==> src/rtl/tt_cpu_loader_bridge.sv <==
// rtl/tt_cpu_loader_bridge.sv - byte-serial program loader, LOAD/RUN/IDLE sequencer and result-lane bridge.
// Optional running XOR checksum of loaded bytes is enabled by defining LOADER_CHECKSUM_EN.
module tt_cpu_loader_bridge #(
  parameter int DATAWIDTH = 32,
  parameter int ADDWIDTH  = 7,
  parameter int PM_DEPTH  = 128,
  parameter int LANE_W    = 2
) (
  input  logic                 clk,
  input  logic                 rst_n,
  input  logic [7:0]           byte_in,
  input  logic                 byte_valid,
  input  logic                 load_mode,
  input  logic [DATAWIDTH-1:0] result_in,
  input  logic [LANE_W-1:0]    lane_sel,
  output logic                 pm_wr_en,
  output logic [ADDWIDTH-1:0]  pm_addr,
  output logic [DATAWIDTH-1:0] pm_wr_data,
  output logic                 cpu_run,
  output logic [7:0]           byte_out,
  output logic                 overflow,
  output logic                 partial_err,
  output logic [7:0]           checksum
);

  localparam int BPW   = DATAWIDTH / 8;
  localparam int CNT_W = (BPW > 1) ? $clog2(BPW) : 1;
  localparam int WC_W  = ADDWIDTH + 1;

  typedef enum logic [1:0] {
    ST_IDLE = 2'b00,
    ST_LOAD = 2'b01,
    ST_RUN  = 2'b10
  } state_e;

  state_e               state_q, state_d;
  logic                 loaded_q, loaded_d;
  logic [CNT_W-1:0]     cnt_q, cnt_d;
  logic [DATAWIDTH-1:0] word_q, word_d;
  logic [WC_W-1:0]      wcnt_q, wcnt_d;
  logic                 pm_wr_en_q, pm_wr_en_d;
  logic [DATAWIDTH-1:0] pm_wr_data_q, pm_wr_data_d;
  logic                 overflow_q, overflow_d;
  logic                 partial_err_q, partial_err_d;
  logic [7:0]           byte_out_q, byte_out_d;

  logic                 accept;
  logic                 load_entry;
  logic                 load_exit;
  logic [DATAWIDTH-1:0] word_shift;
  logic [WC_W-1:0]      wcnt_eff;
  logic [7:0]           lane_byte;
  logic [3:0]           addr_nib;

  // Little-endian assembly: each new byte enters at the top, so the first byte ends in [7:0].
  if (BPW > 1) begin : g_shift
    assign word_shift = {byte_in, word_q[DATAWIDTH-1:8]};
  end else begin : g_single
    assign word_shift = byte_in;
  end

  always_comb begin
    state_d  = state_q;
    loaded_d = loaded_q;
    case (state_q)
      ST_IDLE: begin
        if (load_mode) begin
          state_d = ST_LOAD;
        end else if (loaded_q) begin
          state_d = ST_RUN;
        end
      end
      ST_LOAD: begin
        if (!load_mode) begin
          state_d  = ST_RUN;
          loaded_d = 1'b1;
        end
      end
      ST_RUN: begin
        if (load_mode) begin
          state_d = ST_LOAD;
        end
      end
      default: state_d = ST_IDLE;
    endcase
  end

  // Bytes arriving in the exit cycle are not taken, so a completed word can never write while running.
  assign load_entry = (state_q != ST_LOAD) && (state_d == ST_LOAD);
  assign load_exit  = (state_q == ST_LOAD) && !load_mode;
  assign accept     = (state_q == ST_LOAD) && load_mode && byte_valid;
  // A write still on the bus has not bumped the address yet; count it when judging fullness.
  assign wcnt_eff   = wcnt_q + WC_W'(pm_wr_en_q);

  always_comb begin
    cnt_d         = cnt_q;
    word_d        = word_q;
    wcnt_d        = pm_wr_en_q ? (wcnt_q + 1'b1) : wcnt_q;
    pm_wr_en_d    = 1'b0;
    pm_wr_data_d  = pm_wr_data_q;
    overflow_d    = overflow_q;
    partial_err_d = partial_err_q;
    if (load_entry) begin
      cnt_d         = '0;
      wcnt_d        = '0;
      overflow_d    = 1'b0;
      partial_err_d = 1'b0;
    end else if (accept) begin
      word_d = word_shift;
      if (cnt_q == CNT_W'(BPW - 1)) begin
        cnt_d = '0;
        if (wcnt_eff < WC_W'(PM_DEPTH)) begin
          pm_wr_en_d   = 1'b1;
          pm_wr_data_d = word_shift;
        end else begin
          overflow_d = 1'b1;
        end
      end else begin
        cnt_d = cnt_q + 1'b1;
      end
    end else if (load_exit && (cnt_q != '0)) begin
      cnt_d         = '0;
      partial_err_d = 1'b1;
    end
  end

  assign addr_nib = 4'(wcnt_q[ADDWIDTH-1:0]);

  always_comb begin
    lane_byte = 8'h00;
    for (int i = 0; i < BPW; i++) begin
      if (lane_sel == LANE_W'(i)) begin
        lane_byte = result_in[8*i +: 8];
      end
    end
    if (state_q == ST_RUN) begin
      byte_out_d = lane_byte;
    end else begin
      byte_out_d = {state_q, overflow_q, partial_err_q, addr_nib};
    end
  end

  always_ff @(posedge clk or negedge rst_n) begin
    if (!rst_n) begin
      state_q       <= ST_IDLE;
      loaded_q      <= 1'b0;
      cnt_q         <= '0;
      word_q        <= '0;
      wcnt_q        <= '0;
      pm_wr_en_q    <= 1'b0;
      pm_wr_data_q  <= '0;
      overflow_q    <= 1'b0;
      partial_err_q <= 1'b0;
      byte_out_q    <= 8'h00;
    end else begin
      state_q       <= state_d;
      loaded_q      <= loaded_d;
      cnt_q         <= cnt_d;
      word_q        <= word_d;
      wcnt_q        <= wcnt_d;
      pm_wr_en_q    <= pm_wr_en_d;
      pm_wr_data_q  <= pm_wr_data_d;
      overflow_q    <= overflow_d;
      partial_err_q <= partial_err_d;
      byte_out_q    <= byte_out_d;
    end
  end

`ifdef LOADER_CHECKSUM_EN
  logic [7:0] checksum_q, checksum_d;

  always_comb begin
    checksum_d = checksum_q;
    if (load_entry) begin
      checksum_d = 8'h00;
    end else if (accept) begin
      checksum_d = checksum_q ^ byte_in;
    end
  end

  always_ff @(posedge clk or negedge rst_n) begin
    if (!rst_n) begin
      checksum_q <= 8'h00;
    end else begin
      checksum_q <= checksum_d;
    end
  end

  assign checksum = checksum_q;
`else
  assign checksum = 8'h00;
`endif

  assign pm_wr_en    = pm_wr_en_q;
  assign pm_addr     = wcnt_q[ADDWIDTH-1:0];
  assign pm_wr_data  = pm_wr_data_q;
  assign cpu_run     = (state_q == ST_RUN);
  assign byte_out    = byte_out_q;
  assign overflow    = overflow_q;
  assign partial_err = partial_err_q;

endmodule
==> config.mk <==
export PLATFORM = sky130hd
export DESIGN_NAME = tt_cpu_loader_bridge
export DESIGN_NICKNAME = d
export VERILOG_FILES = /design/src/rtl/tt_cpu_loader_bridge.sv
export SDC_FILE = /design/constraint.sdc
export NUM_CORES = 1
export LEC_CHECK = 0
export CAP_MARGIN = 15
export CORE_MARGIN = 10
export CORE_UTILIZATION = 29
export CTS_BUF_LIST = sky130_fd_sc_hd__clkbuf_2 sky130_fd_sc_hd__clkbuf_4 sky130_fd_sc_hd__clkbuf_8
export DETAILED_ROUTE_END_ITERATION = 6
export PLACE_DENSITY_LB_ADDON = 0.05
export SETUP_SLACK_MARGIN = 0.3
export SLEW_MARGIN = 40
export SYNTH_ARGS = -nofsm -noshare
export SYNTH_HDL_FRONTEND = slang
export SYNTH_SLANG_ARGS = --single-unit
==> constraint.sdc <==
create_clock -name clk -period 2.52 [get_ports clk]
set_input_delay 0.504 -clock clk [delete_from_list [all_inputs] [get_ports clk]]
set_output_delay 0.504 -clock clk [all_outputs]
set_load 0.05 [all_outputs]
==> impl_metrics.json <==
{
  "dr_total_vias": 2291,
  "path_max_fanout": 5,
  "grt_pass1_wl_um": 14060,
  "crit_required_ns": 2.02,
  "slowest_delay_ns": 0.85,
  "dr.pass1.iters": 4,
  "outcome": "completed",
  "power_frac_comb_pct": 16.1,
  "min_period_ns": 2.137,
  "seq_area_um2": 2002,
  "ir_worst_vdd_mv": 0.2425,
  "cts_setup_buffers": 0,
  "pwr-share-clk_pct": 33.2,
  "gp_congestion": 0.6738,
  "synth_top_family_by_area": "multiplexers",
  "postRouteWirelength_um": 8749,
  "reg2reg_slack_ns": 0.60,
  "synth_warnings": 0,
  "start_util_pct": 29.79,
  "rsz0062_at_grt": "no",
  "crit_type": "reg2out",
  "diodes": 0,
  "final_common_cell": "clkdlybuf4s50_1",
  "cts_root_buf": "clkbuf_8",
  "ys_types": 36,
  "antenna_found_initial": 0,
  "post-route-drc-count": 0,
  "rr_startpoint": "pm_wr_en$_DFF_PN0_",
  "grt_max_degree": 42,
  "clock_sinks": 80,
  "internal_power_mw": 2.173,
  "grt_pass1_vias": 2548,
  "drtIter0Drc": 146,
  "p_sw_share_pct": 28.27,
  "critical_path.cell_chain": "clkdlybuf4s50_1",
  "cts.repair.resized": 4,
  "p_per_area_nw_per_um2": 616.1,
  "slew_viol_final": 0,
  "clockBufferDepth": 2,
  "endpoint": "pm_addr[4]",
  "hold_viol": 0,
  "fp.dieW_um": 131.6,
  "synthTopCellsByArea": "dfrtp_1 (55%), mux2_4 (12%), nand2_1 (8.1%)",
  "reg2reg_depth": 5,
  "synth_area_um2": 3608,
  "cts_tree": "yes",
  "fill_cells": 1220,
  "overflow": 0,
  "multi_input_area_um2": 1403,
  "syn_area_per_cell_um2": 12.44,
  "period_share_pct": 84.81,
  "synthXorXnorAreaFrac_pct": 1.456,
  "crit_start": "wcnt_q[4]$_DFFE_PN0P_",
  "synth-simple-area-share_pct": 12.97,
  "fp.dieArea_um2": 17310,
  "wire_per_inst_um": 15.65,
  "cts_made_buffers": 9,
  "dpl_cell_area_um2": 4710,
  "drive_gt1_share_pct": 20.20,
  "setup_violations": 0,
  "maxCapViolations": 0,
  "syn_inst": 290,
  "worstMarginPinSlew_ns": 0.5728,
  "fp-row-count": 40,
  "tns_ns": 0,
  "clk_latency_ns": 0.35,
  "reg2reg_to": "pm_wr_data[7]$_DFFE_PN0P_",
  "clock_skew_ns": 0.009199,
  "io_buffers": 96,
  "p_switching_mw": 0.8567,
  "hold_path_class": "in2async",
  "synth_top_cell_by_area": "dfrtp_1",
  "crit_arrival_ns": 1.63,
  "startpoint_type": "flip-flop",
  "yosysSeqAreaShare_pct": 55.48,
  "final_area_um2": 4918,
  "relSlewSlack_pct": 61.81,
  "clkTransAtPathRegs_ns": 0.08,
  "path_buf_inv": 1,
  "synth-adder-area-share_pct": 1.040,
  "pin_count": 105,
  "layout_common_cells": "clkdlybuf4s50_1 (89), dfrtp_1 (80), nand2_1 (78)",
  "place_hpwl_um": 6222,
  "synth_top_area_share_pct": 55.48,
  "die_y_um": 131.6,
  "area_delta_synth_final_pct": 36.30,
  "crit_path_end_kind": "primary output",
  "htreeDepth": 3,
  "slowest_stage": "clkdlybuf4s50_1",
  "crit_family": "buffers and inverters",
  "nNetsFinal": 435,
  "cts_hold_buf": 0,
  "worst-path-stages": 1,
  "ys_ff_latch": 80,
  "core_um2": 12110,
  "fmax_mhz": 467.9,
  "ant_nets": 0,
  "pwr-share-seq_pct": 50.8,
  "synthMuxAreaShare_pct": 19.83,
  "synth_compound_area_share_pct": 2.739,
  "viasPerCell": 4.098,
  "power.leakage_nw": 2.395,
  "grtUsageTotal_pct": 10.19
}
## state kept, by name, indices dropped and copies added (netlist names)
signal,cells
pm_wr_en,1
wcnt_q,8
word_q,24
overflow,1
cnt_q,2
loaded_q,1
pm_wr_data,32
partial_err,1
state_q,2
byte_out,8
## power groups by stage
stage | combinational [mW] | clock, mW | sequential [mW]
after floorplan | 0.225 | 0 | 1.62
after global placement | 0.492 | 0 | 1.56
after detailed placement | 0.494 | 0 | 1.57
after CTS | 0.498 | 1.04 | 1.54
after global routing | 0.538 | 1.10 | 1.56
final | 0.487 | 1.00 | 1.54
## how the worst min path moves through the flow
stage,startpoint,to,depth (start not counted)
finish,rst_n,byte_out[7]$_DFF_PN0_,1
global route,rst_n,pm_wr_data[5]$_DFFE_PN0P_,1
CTS,rst_n,overflow$_DFFE_PN0P_,1
detailed placement,loaded_q$_DFFE_PN0P_,loaded_q$_DFFE_PN0P_,1
global placement,loaded_q$_DFFE_PN0P_,loaded_q$_DFFE_PN0P_,1
floorplan,rst_n,byte_out[0]$_DFF_PN0_,0
## per-layer routing
metal  part of all wire (%)  vias up  wire [um]  GRT usage [%]
li1                       -     1138          -              -
met1                     47     1098       4126          13.21
met2                     47       47       4122          15.30
met3                    4.8        8        423          3.011
met4                   0.87        0         76          4.635
met5                      0        -          0              0
## metrics by stage
stage               setup WS (ns)  hold WS [ns]  utilization, %  total power [mW]  instances
global placement           0.1716        0.4601           38.88             2.056        543
global route               0.3296        0.1931           40.61             3.194        559
detailed placement         0.1592        0.4572           38.88             2.060        543
finish                     0.3829        0.1496           40.61             3.030        559
floorplan                  0.4434        0.2084               -             1.840        297
CTS                        0.3121        0.1597           40.59             3.074        559
## synth_stat cells (all sizes together)
cell type and count:
a211oi 1, a21o 2, a21oi 4, a22o 1, a31o 1, a31oi 1
and3 1, and4b 1, buf 22, clkbuf 6, conb 1, dfrtp 80
ha 3, inv 7, mux2 37, mux2i 1, mux4 8, nand2 78
nand2b 1, nand4 4, nand4b 1, nor2 14, nor3 2, nor4 1
o2111a 1, o21ai 3, o22ai 1, or3 1, xnor2 2, xor2 4
## final cells by class
type / instances / area share, %
clock buffer: 12 / 3.231
clock inverter: 4 / 1.068
inverter: 7 / 0.5342
timing repair buffer: 106 / 21.67
tap: 168 / 4.274
multi-input combinational: 182 / 28.52
sequential: 80 / 40.70
## logic make-up (layout without fill, tap and decap cells)
family	after synthesis	count (layout)
and+or+nand+nor	104	104
DFF	80	80
muxes	46	46
buffers and inverters	35	129
AOI/OAI and AO/OA	15	15
xor gates and xnor gates	6	6
adders and majority gates	3	3
other	1	8
Power figures use the tool's default switching activity.
